==> src/rtl/alu_tr_vote.sv <==
// Time-redundant ALU: every operation is executed repeatedly on held operands and the
// results are voted (2-of-2, then 2-of-3), retrying whole rounds until agreement or give-up.
module alu_tr_vote #(
    parameter int WIDTH      = 32,
    parameter int MAX_ROUNDS = 2,
    parameter int CNT_W      = 16
) (
    input  logic             clk,
    input  logic             rst,
    input  logic             in_valid,
    output logic             in_ready,
    input  logic [WIDTH-1:0] A,
    input  logic [WIDTH-1:0] B,
    input  logic [2:0]       ALUControl,
    input  logic             inj_en,
    input  logic [WIDTH-1:0] inj_mask,
    output logic             out_valid,
    input  logic             out_ready,
    output logic [WIDTH-1:0] Result,
    output logic             Zero,
    output logic             Carry,
    output logic             OverFlow,
    output logic             Negative,
    output logic             fault_detected_out,
    output logic             uncorrectable,
    output logic [CNT_W-1:0] fault_cnt,
    output logic [CNT_W-1:0] uncorr_cnt
);
    localparam int WW  = WIDTH + 2;
    localparam int RW  = $clog2(MAX_ROUNDS + 1);
    localparam int MSB = WIDTH - 1;

    typedef enum logic [2:0] {
        S_IDLE  = 3'd0,
        S_EXEC1 = 3'd1,
        S_EXEC2 = 3'd2,
        S_EXEC3 = 3'd3,
        S_DONE  = 3'd4
    } state_t;

    state_t           state_q, state_d;
    logic [WIDTH-1:0] a_q, b_q;
    logic [2:0]       op_q;
    logic [WW-1:0]    r1_q, r1_d;
    logic [WW-1:0]    r2_q, r2_d;
    logic [RW-1:0]    round_q, round_d;
    logic             mism_q, mism_d;
    logic [WIDTH-1:0] res_q;
    logic             c_q, v_q, z_q, n_q, fd_q, unc_q;

    logic             accept;
    logic             done_load;
    logic [WW-1:0]    done_word;
    logic             done_fd;
    logic             done_unc;

    // ALU datapath on the held operands
    logic [WIDTH:0]   add_ext, sub_ext;
    logic             slt;
    logic [WIDTH-1:0] alu_res;
    logic             alu_c, alu_v;
    logic [WW-1:0]    word;
    logic             match_r1, match_r2;
    logic [RW:0]      round_inc;
    logic             last_round;

    assign add_ext = {1'b0, a_q} + {1'b0, b_q};
    assign sub_ext = {1'b0, a_q} + {1'b0, ~b_q} + (WIDTH+1)'(1);
    assign slt     = $signed(a_q) < $signed(b_q);

    always_comb begin
        alu_res = '0;
        alu_c   = 1'b0;
        alu_v   = 1'b0;
        case (op_q)
            3'b000: begin
                alu_res = add_ext[MSB:0];
                alu_c   = add_ext[WIDTH];
                alu_v   = (a_q[MSB] == b_q[MSB]) && (add_ext[MSB] != a_q[MSB]);
            end
            3'b001: begin
                // carry out of A + ~B + 1 is set exactly when A >= B unsigned
                alu_res = sub_ext[MSB:0];
                alu_c   = sub_ext[WIDTH];
                alu_v   = (a_q[MSB] != b_q[MSB]) && (sub_ext[MSB] != a_q[MSB]);
            end
            3'b010:  alu_res = a_q & b_q;
            3'b011:  alu_res = a_q | b_q;
            3'b100:  alu_res = a_q ^ b_q;
            3'b101:  alu_res = {{(WIDTH-1){1'b0}}, slt};
            default: alu_res = '0;
        endcase
    end

    // Injected faults corrupt only the result field of the compared word
    assign word       = {alu_c, alu_v, alu_res ^ (inj_en ? inj_mask : '0)};
    assign match_r1   = (word == r1_q);
    assign match_r2   = (word == r2_q);
    assign round_inc  = {1'b0, round_q} + (RW+1)'(1);
    assign last_round = (round_inc >= (RW+1)'(MAX_ROUNDS));
    assign accept     = (state_q == S_IDLE) && in_valid;

    always_comb begin
        state_d   = state_q;
        r1_d      = r1_q;
        r2_d      = r2_q;
        round_d   = round_q;
        mism_d    = mism_q;
        done_load = 1'b0;
        done_word = '0;
        done_fd   = 1'b0;
        done_unc  = 1'b0;
        case (state_q)
            S_IDLE: begin
                if (in_valid) begin
                    state_d = S_EXEC1;
                    round_d = '0;
                    mism_d  = 1'b0;
                end
            end
            S_EXEC1: begin
                r1_d    = word;
                state_d = S_EXEC2;
            end
            S_EXEC2: begin
                r2_d = word;
                if (match_r1) begin
                    // agreement after a failed round still counts as a corrected fault
                    state_d   = S_DONE;
                    done_load = 1'b1;
                    done_word = r1_q;
                    done_fd   = mism_q;
                end else begin
                    state_d = S_EXEC3;
                    mism_d  = 1'b1;
                end
            end
            S_EXEC3: begin
                if (match_r1 || match_r2) begin
                    state_d   = S_DONE;
                    done_load = 1'b1;
                    done_word = match_r1 ? r1_q : r2_q;
                    done_fd   = 1'b1;
                end else begin
                    round_d = round_inc[RW-1:0];
                    if (last_round) begin
                        state_d   = S_DONE;
                        done_load = 1'b1;
                        done_unc  = 1'b1;
                    end else begin
                        state_d = S_EXEC1;
                    end
                end
            end
            S_DONE: begin
                if (out_ready) begin
                    state_d = S_IDLE;
                end
            end
            default: state_d = S_IDLE;
        endcase
    end

    always_ff @(posedge clk) begin
        if (rst) begin
            state_q <= S_IDLE;
            a_q     <= '0;
            b_q     <= '0;
            op_q    <= '0;
            r1_q    <= '0;
            r2_q    <= '0;
            round_q <= '0;
            mism_q  <= 1'b0;
            res_q   <= '0;
            c_q     <= 1'b0;
            v_q     <= 1'b0;
            z_q     <= 1'b0;
            n_q     <= 1'b0;
            fd_q    <= 1'b0;
            unc_q   <= 1'b0;
        end else begin
            state_q <= state_d;
            r1_q    <= r1_d;
            r2_q    <= r2_d;
            round_q <= round_d;
            mism_q  <= mism_d;
            if (accept) begin
                a_q   <= A;
                b_q   <= B;
                op_q  <= ALUControl;
                fd_q  <= 1'b0;
                unc_q <= 1'b0;
            end
            if (done_load) begin
                res_q <= done_word[MSB:0];
                v_q   <= done_word[WIDTH];
                c_q   <= done_word[WIDTH+1];
                z_q   <= !done_unc && (done_word[MSB:0] == '0);
                n_q   <= done_word[MSB];
                fd_q  <= done_fd;
                unc_q <= done_unc;
            end
        end
    end

    // Saturating event counters: index 0 counts corrected faults, index 1 give-ups
    logic [1:0] cnt_inc;
    assign cnt_inc = {done_load & done_unc, done_load & done_fd};

    generate
        for (genvar gi = 0; gi < 2; gi++) begin : g_cnt
            logic [CNT_W-1:0] cnt_q;
            always_ff @(posedge clk) begin
                if (rst) begin
                    cnt_q <= '0;
                end else if (cnt_inc[gi] && (cnt_q != '1)) begin
                    cnt_q <= cnt_q + CNT_W'(1);
                end
            end
        end
    endgenerate

    assign in_ready           = (state_q == S_IDLE);
    assign out_valid          = (state_q == S_DONE);
    assign Result             = res_q;
    assign Zero               = z_q;
    assign Carry              = c_q;
    assign OverFlow           = v_q;
    assign Negative           = n_q;
    assign fault_detected_out = fd_q;
    assign uncorrectable      = unc_q;
    assign fault_cnt          = g_cnt[0].cnt_q;
    assign uncorr_cnt         = g_cnt[1].cnt_q;

endmodule

==> config.mk <==
export PLATFORM = sky130hd
export DESIGN_NAME = alu_tr_vote
export DESIGN_NICKNAME = d
export VERILOG_FILES = /design/src/rtl/alu_tr_vote.sv
export SDC_FILE = /design/constraint.sdc
export NUM_CORES = 1
export LEC_CHECK = 0
export BUFFER_PORTS_ARGS = -buffer_cell sky130_fd_sc_hd__buf_2
export CAP_MARGIN = 20
export CORE_MARGIN = 10
export CORE_UTILIZATION = 45
export CTS_CLUSTER_DIAMETER = 60
export CTS_CLUSTER_SIZE = 40
export DETAILED_ROUTE_END_ITERATION = 8
export SKIP_LAST_GASP = 1
export SLEW_MARGIN = 20
export SYNTH_ARGS = -nofsm -noshare
export SYNTH_HDL_FRONTEND = slang
export SYNTH_SLANG_ARGS = --single-unit
==> constraint.sdc <==
create_clock -name clk -period 6.7 [get_ports clk]
set_input_delay 0.335 -clock clk [delete_from_list [all_inputs] [get_ports clk]]
set_output_delay 0.335 -clock clk [all_outputs]
set_load 0.05 [all_outputs]
# [Word-level counts from Yosys, hierarchy flattened]
# Cells that the tools add are included.
[op_classes] addsub=6 magnitude_cmp=2 eq_ne=21 n_mux=32 bitwise=7 reduce_logical=17
[op_table] operator="case mux 32 bit (6 select lines)" n=1
[op_table] operator="2-to-1 mux 34 bit" n=3
[op_table] operator="== test 34 bit" n=2
[op_table] operator="case mux 34 bit (2 select lines)" n=1
[op_table] operator="adder 32 x 32 -> 33 bit" n=2
[op_table] operator="bitwise XOR 32 bit" n=2
[op_table] operator="adder 33 x 1 -> 33 bit (second input constant)" n=1
[op_table] operator="adder 16 x 1 -> 16 bit (second input constant)" n=2
[op_table] operator="bitwise AND 32 bit" n=1
[op_table] operator="logical NOT 32 bit" n=1
[op_table] operator="less-than comparator 32 bit" n=1
[op_table] operator="2-to-1 mux 32 bit" n=1
[op_table] operator="!= test 16 bit (second input constant)" n=2
[op_table] operator="inverter 32 bit" n=1
[op_table] operator="OR 32 bit" n=1
[op_table] operator="2-to-1 mux 3 bit" n=5
[op_table] operator="case mux 3 bit (5 select lines)" n=1
[op_table] operator="== test 3 x 2 -> 1 bit (second input constant)" n=4
[op_table] operator="2-to-1 mux 1 bit" n=12
[op_table] operator="case mux 1 bit (2 select lines)" n=5
[op_table] operator="== test 3 bit (second input constant)" n=3
[op_table] operator="== test 3 x 1 -> 1 bit (second input constant)" n=2
[op_table] operator="logical AND 1 bit" n=6
[op_table] operator="logical NOT 3 bit" n=2
[op_table] operator="14 further kinds" n=23
[totals] ff_bits=211 inputBits=104 out_inout_bits=72 elab_cells=102

# [Depth between registers and ports, before layout]
# Gate-level depths: netlist of run 1.
[depth] ltp_word=12 ltp_mapped=20 depth_no_buf=17

# [Least setup slack after synthesis of run 1]
# No wires, ideal clock.
[synth_timing] kind="reg-to-reg" start="register a_q[20]" end="register g_cnt[0].cnt_q[13] (netlist: fault_cnt[13])" setup_time_ns=0.123 arrival_ns=5.049 required_time_ns=6.577 slack_ns=1.528 path_stages_with_launch=19 n_path_buf=2 period_less_slack_ns=5.172 path_cell_list="dfxtp_1 > inv_1 > ha_1 > buf_6 > or4_4 > or4b_4 > a211o_1 > o211ai_1 > a21bo_1 > a2bb2o_4 > nor3_2 > xor3_1 > a2111oi_2 > nand4b_2 > nor4_4 > a31oi_2 > buf_6 > nor4b_1 > mux2_1"
[synth_via] elab_chain_len=11 word_cells_on_any_way=26 classes_between="add/sub (3); order compare (1); eq/ne (4); mux (9); bitwise (5); reduce/logical (4)"
[synth_lines] item="start: declaration" line="42" rtl="logic [WIDTH-1:0] a_q, b_q;"
[synth_lines] item="start signal: assignment" line="167" rtl="a_q <= '0;"
[synth_lines] item="start signal: assignment" line="188" rtl="a_q <= A;"
[synth_lines] item="adder 32 x 32 -> 33 bit" line="68" rtl="assign sub_ext = {1'b0, a_q} + {1'b0, ~b_q} + (WIDTH+1)'(1);"
[synth_lines] item="adder 33 x 1 -> 33 bit" line="68"
[synth_lines] item="!= test 1 bit" line="85" rtl="alu_v = (a_q[MSB] != b_q[MSB]) && (sub_ext[MSB] != a_q[MSB]);"
[synth_lines] item="logical AND 1 bit" line="85"
[synth_lines] item="case mux 1 bit (2 select lines)" line="75" rtl="case (op_q)"
[synth_lines] item="== test 34 bit (on tied branches)" line="97, 98"
[synth_lines] item="logical OR 1 bit" line="139" rtl="if (match_r1 || match_r2) begin"
[synth_lines] item="2-to-1 mux 1 bit" line="139"
[synth_lines] item="case mux 1 bit (2 select lines)" line="113" rtl="case (state_q)"
[synth_lines] item="bitwise AND 1 bit *" line="208" rtl="assign cnt_inc = {done_load & done_unc, done_load & done_fd};"
[synth_lines] item="logical AND 1 bit *" line="216" rtl="end else if (cnt_inc[gi] && (cnt_q != '1)) begin"
[synth_lines] item="end signal: assignment" line="217" rtl="cnt_q <= cnt_q + CNT_W'(1);"
[synth_lines] item="end: declaration" line="212" rtl="logic [CNT_W-1:0] cnt_q;"
# Every way passes the cells marked *; elsewhere a longest branch is shown, timed or not.
# A chain may end at the register's enable or synchronous reset.

# [Final worst setup path of run 1]
[layout_timing] start="register a_q[1]" end="register g_cnt[0].cnt_q[13] (netlist: fault_cnt[13])"
# Same word-level chain as after synthesis.

==> results_dict.tcl, run 1 <==
set metrics [dict create \
    status "finished, final reports clean" \
    die_w_microns 214 \
    drive_gt1_share_pct 13.6 \
    reg2reg_depth 16 \
    nFillCells 3705 \
    core_sq_um 36800 \
    whs_path_depth 3 \
    dieHeight_microns 214 \
    setup.worst_path.start_class "flip-flop" \
    clock_sinks 210 \
    post-place-cells 2854 \
    finalSetupTns_ns 0 \
    clockRootBuffer "clkbuf_16" \
    clockBufferDepth 3 \
    num_io_pins 176 \
    setup_ws_ns 0.439 \
    io_buffers 175 \
    async_flop_share_pct 0 \
    vias 17636 \
    hold_path.class "input port to flip-flop" \
    avgRoutedWirePerCell_microns 22.1 \
    maxSlewHeadroom_pct 23.0 \
    cp_max_fo 18 \
    setup_violations 0 \
    drtAntennaViolNets 0 \
    routed_wl_microns 64100 \
    rsz0062_at_grt "false" \
    power_mw 4.53 \
    syn_nets 2505 \
    drc 0 \
    cts-buffers-inserted 23 \
    hold_ws_ns 0.0224 \
    layout.nets 2618 \
    ys_seq_elements 210 \
    finalHoldViolations 0 \
    die-area_sq_um 45700 \
    num_rows 70 \
    clock_latency_ns 0.55 \
    fin_crit_sh_pct 93.4 \
    fin_cells 2895 \
    grt_overflow 0 \
    synth_area_leaders "dfxtp_1 (25%), nand2_1 (8.9%), a21oi_1 (7.8%)" \
    start_util_pct 45.9 \
    htree_levels 1 \
    synth_ff_type "dfxtp_1" \
    fin_skew_ns 0.0304 \
    ys_warn_count 0 \
    diodes 0 \
    antenna_found_initial 5 \
    crit_required_ns 7.14 \
    layout_min_cycle_time_ns 6.26 \
    synth.most_common_cell "nand2_1" \
    grt_usage_pct 27.3 \
    place_hpwl_microns 49100 \
    max-vdd-ir-drop_uv 200 \
    synth.distinct_cells 98 \
    p_per_area_nw_per_um2 238 \
    post_cts_buffers 0 \
    yosysSeqAreaShare_pct 24.9 \
    synth_area_sq_um 16900 \
    cp-end-kind "flip-flop" \
    drt-initial-drc-count 1420 \
    fin_area_sq_um 19000 \
    syn-instance-count 2300 \
    worstMarginPinSlew_ns 1.15 \
    maxCapViolations 0 \
    cts_tree "built" \
    utilization_pct 51.6 \
    drt_first_pass_iters 6 \
    area_growth_pct 12.4 \
    yosysTopAreaCellShare_pct 24.9 \
    max_freq_mhz 160 \
    synth_enable_flop_cells 0 \
    grt_pass1_vias 16612 \
    grt_pass1_wl_microns 98700 \
    grt_max_degree 123 \
    p_leak_nw 7.44 \
    path_clk_slew_ns 0.07 \
    synthTopCellsByCount "nand2_1 (402), a21oi_1 (264), dfxtp_1 (210), nor2_1 (158), clkbuf_1 (108)" \
    crit_type "flip-flop to flip-flop" \
    cp.arrival_ns 6.70 \
    dpl_cell_area_sq_um 18200 \
    synth_top_area_cell "dfxtp_1" \
    postSynthAreaPerCell_sq_um 7.34 \
    dp_slack_ns 0.352 \
    place_congestion 1.02 \
    avgViaCountPerCell 6.09 \
    report.final.slew_viol_count 0 \
]
==> final cells by class <==
class | count | area [sq um] | share of cell area, %
clock buffer | 25 | 603 | 3.18
clock inverter | 14 | 141 | 0.744
inverter | 106 | 398 | 2.09
multi-input combinational | 1837 | 11700 | 61.7
sequential | 210 | 4200 | 22.1
tap | 468 | 586 | 3.08
timing repair buffer | 235 | 1340 | 7.04
==> registers in the layout, indices dropped and copies added, names as in the netlist <==
signal              count
mism_q                  1
Zero                    1
OverFlow                1
r2_q                   34
uncorr_cnt             16
Result                 32
a_q                    32
op_q                    3
b_q                    32
uncorrectable           1
state_q                 3
r1_q                   34
fault_detected_out      1
fault_cnt              16
Carry                   1
round_q                 2
==> layer usage <==
layer	wire length (microns)	GRT usage [%]
met1	27800	36.0
met2	29700	44.8
met3	4220	3.84
met4	2310	9.39
met5	64	0
==> cell families after synthesis <==
logic type	Yosys count	synth area share, %
compound gates	642	25.0
xor+xnor	97	6.30
fa+ha+maj	101	7.57
buf+inv	253	5.93
flops	210	24.9
mux	56	3.41
simple gates	941	26.9
==> cell usage in the layout, fill, tap and decap left out, types with 42 or more instances in the layout <==
cell type / instances
a21oi_1: 264
buf_2: 174
buf_4: 58
dfxtp_1: 210
ha_1: 99
inv_1: 106
mux2i_1: 43
nand2_1: 401
nand3_1: 49
nor2_1: 156
nor3_1: 49
nor4_1: 43
o21ai_0: 82
xnor2_1: 42
==> path summary, 6_finish.rpt <==
| path | end | slack, ns | start |
|---|---|---|---|
| max | fault_cnt[13]$_SDFFE_PP0P_ | 0.44 | a_q[1]$_SDFFE_PP0P_ |
| min | a_q[21]$_SDFFE_PP0P_ | 0.02 | A[21] |
| max reg2reg | fault_cnt[13]$_SDFFE_PP0P_ | 0.44 | a_q[1]$_SDFFE_PP0P_ |
| min reg2reg | Result[20]$_SDFFE_PP0P_ | 0.46 | Result[20]$_SDFFE_PP0P_ |
==> worst max-delay path, stage by stage, from the launching register on <==
cell and delay [ns]:
dfxtp_1 0.38, inv_1 0.13, ha_1 0.36, a211oi_1 0.52
o21ai_0 0.36, nand2_1 0.14, o221ai_1 0.12, nor2_1 0.34
xor2_1 0.19, a2111oi_0 0.87, or4b_2 0.67, nor4_2 0.36
nand4b_2 0.21, nor4_4 0.33, a31oi_2 0.39, nor4b_1 0.44
mux2_1 0.36
==> report_power, final <==
group | switching, mW | total (mW) | internal [mW]
clock network | 0.604 | 1.28 | 0.679
logic | 1.17 | 1.83 | 0.658
registers | 0.0941 | 1.42 | 1.32
total | 1.87 | 4.53 | 2.66
==> repair_timing <==
item / CTS / global route
endpoints found under the setup margin: 0 / 51
hold buffers: 2 / 0
resized for setup: 0 / 2
hold endpoints to repair: 2 / 0
Power figures use the tool's default switching activity.
==> inputs of run 2 (changes only) <==
--- a/config.mk
+++ b/config.mk
@@ -8,7 +8,7 @@
 export BUFFER_PORTS_ARGS = -buffer_cell sky130_fd_sc_hd__buf_2
 export CAP_MARGIN = 20
 export CORE_MARGIN = 10
-export CORE_UTILIZATION = 45
+export CORE_UTILIZATION = 37
 export CTS_CLUSTER_DIAMETER = 60
 export CTS_CLUSTER_SIZE = 40
 export DETAILED_ROUTE_END_ITERATION = 8
==> run 2 against run 1 <==
Effect of this change: die area up 20%; register-to-register slack worse by 0.09 ns; sequential power about the same; power up 3.6%; sequential cell count unchanged; non-clock buffer count up 19; cell count up 5.4%; clock power up 14%; design area up 2.6%; global-route usage down 4.4 points; critical path type unchanged; critical endpoint is now fault_cnt[11]$_SDFFE_PP0P_; largest power group unchanged; highest routed layer unchanged.
==> results_dict.tcl, run 2 (synthesis gave the netlist of run 1 again) <==
set metrics [dict create \
    htree_levels 1 \
    num_rows 78 \
    layout_min_cycle_time_ns 6.35 \
    num_io_pins 176 \
    die_w_microns 234 \
    layout_commonest_cell "nand2_1" \
    hold_path.class "input port to flip-flop" \
    top_regs "r1_q x34, r2_q x34" \
    cp.arrival_ns 6.80 \
    dieHeight_microns 234 \
    post-place-cells 2985 \
    dpl_cell_area_sq_um 18400 \
    area_growth_pct 15.3 \
    clockBufferDepth 3 \
    avgRoutedWirePerCell_microns 21.2 \
    r2r_slack_ns 0.35 \
    grt_usage_pct 22.9 \
    core_sq_um 45300 \
    vias 17596 \
    fin_area_sq_um 19500 \
    report.final.slew_viol_count 0 \
    status "finished, final reports clean" \
    p_per_area_nw_per_um2 241 \
    timing.rr.start "b_q[0]$_SDFFE_PP0P_" \
    place_congestion 0.977 \
    path_clk_slew_ns 0.07 \
    post_cts_buffers 0 \
    worstMarginPinSlew_ns 1.14 \
    antenna_found_initial 6 \
    mostFrequentLayoutCells "nand2_1 (401), a21oi_1 (264), dfxtp_1 (210), buf_2 (174), nor2_1 (156)" \
    place_hpwl_microns 49700 \
    io_buffers 175 \
    drive_gt1_share_pct 13.6 \
    die-area_sq_um 54600 \
    clock_sinks 210 \
    max-vdd-ir-drop_uv 172 \
    rr_endpoint "fault_cnt[11]$_SDFFE_PP0P_" \
    hold_ws_ns 0.0169 \
    crit_required_ns 7.15 \
    grt_max_degree 72 \
    drt-initial-drc-count 1411 \
    setup.worst_path.start_class "flip-flop" \
    layout.nets 2638 \
    p_leak_nw 7.58 \
    finalSetupTns_ns 0 \
    drc 0 \
    cp_max_fo 14 \
    max_freq_mhz 158 \
    avgViaCountPerCell 5.77 \
    hold_start "B[7]" \
    reg2reg_depth 19 \
    fin_cells 3051 \
    grt_pass1_wl_microns 99200 \
    fin_skew_ns 0.0170 \
    routed_wl_microns 64800 \
    seq_area_sq_um 4200 \
    grt_pass1_vias 17075 \
    nFillCells 4685 \
    setup_violations 0 \
    drtAntennaViolNets 0 \
    multi_input_area_sq_um 11700 \
    rsz0062_at_grt "false" \
    whs_path_depth 3 \
    hold_end "b_q[7]$_SDFFE_PP0P_" \
    cts-buffers-inserted 24 \
    finalHoldViolations 0 \
    grt_overflow 0 \
    fin_crit_sh_pct 94.7 \
    cp-end-kind "flip-flop" \
    maxCapViolations 0 \
    clock_latency_ns 0.56 \
    crit_type "flip-flop to flip-flop" \
    drt_first_pass_iters 6 \
    cts_tree "built" \
    clockRootBuffer "clkbuf_16" \
    maxSlewHeadroom_pct 22.8 \
    start_util_pct 37.3 \
]
[run 2: changes by cell type in the layout (fill, tap and decap cells not counted), sizes merged]
cell         change
buf              -1
bufinv           +3
clkinv           +5
clkinvlp         -2
diode            +1
dlygate4sd3     +20
inv              -2
[run 2: cell type report]
class                      count  share of cell area, %
sequential                   210                   21.6
timing repair buffer         254                   7.85
antenna                        1                 0.0128
clock inverter                18                   1.34
multi-input combinational   1837                   60.2
inverter                     106                   2.04
clock buffer                  25                   3.15
tap                          600                   3.85
[run 2: routing by layer]
| metal | GRT usage, % | vias to the layer above | share of wire (%) |
|---|---|---|---|
| li1 | - | 8505 | - |
| met1 | 28.7 | 8369 | 42 |
| met2 | 38.6 | 582 | 47 |
| met3 | 3.30 | 130 | 6.1 |
| met4 | 9.64 | 10 | 4.6 |
| met5 | 0 | - | 0.093 |
[run 2: how the worst max path moves through the flow]
stage	from	to	depth (start not counted)
detailed placement	b_q[0]$_SDFFE_PP0P_	fault_cnt[11]$_SDFFE_PP0P_	19
global placement	b_q[0]$_SDFFE_PP0P_	fault_cnt[11]$_SDFFE_PP0P_	19
CTS	b_q[0]$_SDFFE_PP0P_	fault_cnt[11]$_SDFFE_PP0P_	19
global route	a_q[0]$_SDFFE_PP0P_	fault_cnt[11]$_SDFFE_PP0P_	18
floorplan	a_q[20]$_SDFFE_PP0P_	fault_cnt[13]$_SDFFE_PP0P_	18
finish	b_q[0]$_SDFFE_PP0P_	fault_cnt[11]$_SDFFE_PP0P_	19
[run 2: per-stage QoR]
step / worst slack [ns] / total power, mW / utilization [%]
after floorplan: 1.53 / 2.65 / -
final: 0.352 / 4.69 / 43.0
after global routing: 0.0722 / 4.93 / 43.0
after detailed placement: 0.459 / 3.21 / 40.6
after CTS: 0.419 / 4.70 / 43.0
after global placement: 0.505 / 3.20 / 40.6
[run 2: power by group]
| group | internal [mW] | switching (mW) | total, mW |
|---|---|---|---|
| sequential | 1.32 | 0.0974 | 1.42 |
| combinational | 0.662 | 1.15 | 1.81 |
| clock | 0.818 | 0.640 | 1.46 |
| total | 2.80 | 1.88 | 4.69 |
[run 2: worst max-delay path: stages, from the launching register on]
cell and delay (ns):
dfxtp_1 0.38, ha_1 0.25, inv_1 0.07, fa_1 0.41
nand2b_1 0.22, a21oi_1 0.44, o21ai_1 0.34, o211ai_1 0.31
a211oi_1 0.08, o22ai_1 0.40, xnor3_1 0.34, or4b_2 0.75
nor4_2 0.35, buf_4 0.18, nand4b_2 0.14, nor4_4 0.37
a31oi_2 0.34, buf_4 0.28, nor3_1 0.22, mux2_2 0.35
[run 2: timing repair]
| action | in CTS | in global routing |
|---|---|---|
| hold buffers | 22 | 0 |
| hold endpoints to repair | 22 | 0 |
| resized for setup | 0 | 0 |
==> inputs of run 3 (changes only) <==
--- a/config.mk
+++ b/config.mk
@@ -5,8 +5,9 @@
 export SDC_FILE = /design/constraint.sdc
 export NUM_CORES = 1
 export LEC_CHECK = 0
-export BUFFER_PORTS_ARGS = -buffer_cell sky130_fd_sc_hd__buf_2
+export BUFFER_PORTS_ARGS = -buffer_cell sky130_fd_sc_hd__clkbuf_2
 export CAP_MARGIN = 20
+export CORE_ASPECT_RATIO = 0.9
 export CORE_MARGIN = 10
 export CORE_UTILIZATION = 37
 export CTS_CLUSTER_DIAMETER = 60
==> run 3 against run 2 <==
Effect of this change: die area about the same; critical path depth fell by 1; via count up 0.91%; maximum frequency up 1.4%; setup slack better by 0.087 ns; hold slack better by 0.0039 ns; clock power shrank 10%; power fell by 2.5%; non-clock buffer count increased by 2; cell count increased by 0.20%; sequential power is essentially flat; clock-buffer cell count up 3; largest cell class unchanged.
==> results_dict.tcl, run 3 (synthesis gave the netlist of run 1 again) <==
set metrics [dict create \
    drt_first_pass_iters 5 \
    layout_commonest_cell "nand2_1" \
    p_sw_share_pct 40.5 \
    crit_required_ns 7.19 \
    drt-initial-drc-count 1865 \
    grt_pass1_vias 17247 \
    top_regs "r1_q x34, r2_q x34" \
    drive_gt1_share_pct 13.2 \
    layout.nets 2638 \
    grt_pass1_wl_microns 99700 \
    dieHeight_microns 223 \
    io_buffers 175 \
    seq_area_sq_um 4200 \
    crit_family "compound AO/OA/AOI/OAI gates" \
    fin_skew_ns 0.0139 \
    clockBufferDepth 3 \
    p_per_area_nw_per_um2 235 \
    grt_overflow 0 \
    worstPathCellList "inv_1 > ha_1 > fa_1 > o21bai_1 > nand3b_1 > a2111oi_0 > nor2_1 > xnor2_1 > o311ai_0 > o2111ai_1 > nor4b_1 > nand4_1 > nand4bb_1 > nor3_2 > buf_4 > nand3_1 > a21oi_1 > a21o_1" \
    seqPwrFrac_pct 31.1 \
    report.final.slew_viol_count 0 \
    drc 0 \
    finalHoldViolations 0 \
    crit_type "flip-flop to flip-flop" \
    r2r_slack_ns 0.44 \
    crit_path_max_incr_delay_ns 0.78 \
    p_leak_nw 7.49 \
    cp_max_fo 36 \
    timing.rr.start "a_q[0]$_SDFFE_PP0P_" \
    p_int_mw 2.72 \
    dpl_cell_area_sq_um 18400 \
    cp-end-kind "flip-flop" \
    setup_ws_ns 0.439 \
    hold_end "b_q[9]$_SDFFE_PP0P_" \
    crit_start "a_q[0]$_SDFFE_PP0P_" \
    grt_max_degree 111 \
    grt_usage_pct 22.6 \
    slowest_stage "a2111oi_0" \
    hold_path.class "input port to flip-flop" \
    status "finished, final reports clean" \
    start_util_pct 37.3 \
    avgRoutedWirePerCell_microns 21.0 \
    power_mw 4.57 \
    clock_latency_ns 0.54 \
    drtAntennaViolNets 0 \
    core_sq_um 45300 \
    die_w_microns 245 \
    maxCapViolations 0 \
    place_hpwl_microns 49400 \
    worstMarginPinSlew_ns 0.974 \
    clkPwrFrac_pct 28.6 \
    nFillCells 4670 \
    layout_min_cycle_time_ns 6.26 \
    rsz0062_at_grt "false" \
    antenna_found_initial 6 \
    avgViaCountPerCell 5.81 \
    cts_tree "built" \
    clock_sinks 210 \
    htree_levels 1 \
    num_io_pins 176 \
    area_growth_pct 15.0 \
    num_rows 74 \
    hold_start "B[9]" \
    setup_violations 0 \
    fin_area_sq_um 19400 \
    vias 17756 \
    fin_crit_sh_pct 93.4 \
    max_freq_mhz 160 \
    cp.arrival_ns 6.75 \
    utilization_pct 42.9 \
    diodes 0 \
    place_congestion 0.985 \
    max-vdd-ir-drop_uv 129 \
    p_comb_share_pct 40.3 \
    multi_input_area_sq_um 11700 \
    rr_endpoint "Zero$_SDFFE_PP0P_" \
    routed_wl_microns 64200 \
    reg2reg_depth 18 \
    post_cts_resized 0 \
    switching_power_mw 1.85 \
    dp_slack_ns 0.630 \
    mostFrequentLayoutCells "nand2_1 (401), a21oi_1 (264), dfxtp_1 (210), clkbuf_2 (174), nor2_1 (156)" \
    crit_buf_inv 2 \
    maxSlewHeadroom_pct 35.1 \
    clockRootBuffer "clkbuf_16" \
    finalSetupTns_ns 0 \
    setup.worst_path.start_class "flip-flop" \
    whs_path_depth 3 \
    post_cts_buffers 0 \
    die-area_sq_um 54600 \
    path_clk_slew_ns 0.07 \
    cts-buffers-inserted 22 \
]
## run 3: per-stage QoR
stage	hold WS, ns	instances
after detailed placement	0.449	2988
after CTS	0.000423	3057
after floorplan	0.437	2300
after global routing	0.0187	3057
after global placement	0.447	2988
final	0.0209	3057
## run 3: worst max-delay path by stage
stage / slack, ns / depth (start not counted) / end
4_1_cts: 0.60 / 17 / fault_cnt[13]$_SDFFE_PP0P_
3_5_place_dp: 0.63 / 17 / fault_cnt[13]$_SDFFE_PP0P_
6_report: 0.44 / 18 / Zero$_SDFFE_PP0P_
2_1_floorplan: 1.53 / 18 / fault_cnt[13]$_SDFFE_PP0P_
5_1_grt: 0.09 / 17 / Zero$_SDFFE_PP0P_
3_3_place_gp: 0.73 / 18 / fault_cnt[13]$_SDFFE_PP0P_
## run 3: routing by layer
metal	track usage, %	routed length, microns	up-vias
met1	28.8	27700	8489
met4	6.07	1790	10
met5	0	66	-
met2	37.8	30100	629
met3	4.47	4500	96
li1	-	-	8532
## run 3: power groups by stage
stage	clock network [mW]	logic (mW)	registers (mW)
2_1_floorplan	0	1.24	1.41
3_3_place_gp	0	1.79	1.44
3_5_place_dp	0	1.79	1.45
4_1_cts	1.35	1.81	1.42
5_1_grt	1.39	1.99	1.43
6_report	1.31	1.84	1.42
## run 3: cell type report
cell class                 instances  area share [%]
clock buffer                      28            3.21
clock inverter                    12           0.754
inverter                         106            2.05
multi-input combinational       1837            60.4
sequential                       210            21.6
tap                              608            3.92
timing repair buffer             256            8.05
## run 3: worst reg2reg max path, delay by kind of cell (launching register included)
kind                       cells  cell delay (ns)
xor gates and xnor gates       1             0.22
adders and majority gates      2             0.66
and+or+nand+nor                7             2.17
DFF                            1             0.36
buffers and inverters          2             0.62
AOI/OAI and AO/OA              6             2.16
## run 3: what timing repair did
item,CTS,global route
setup endpoints to repair,0,0
endpoints found under the hold margin,29,0
hold buffers,29,0
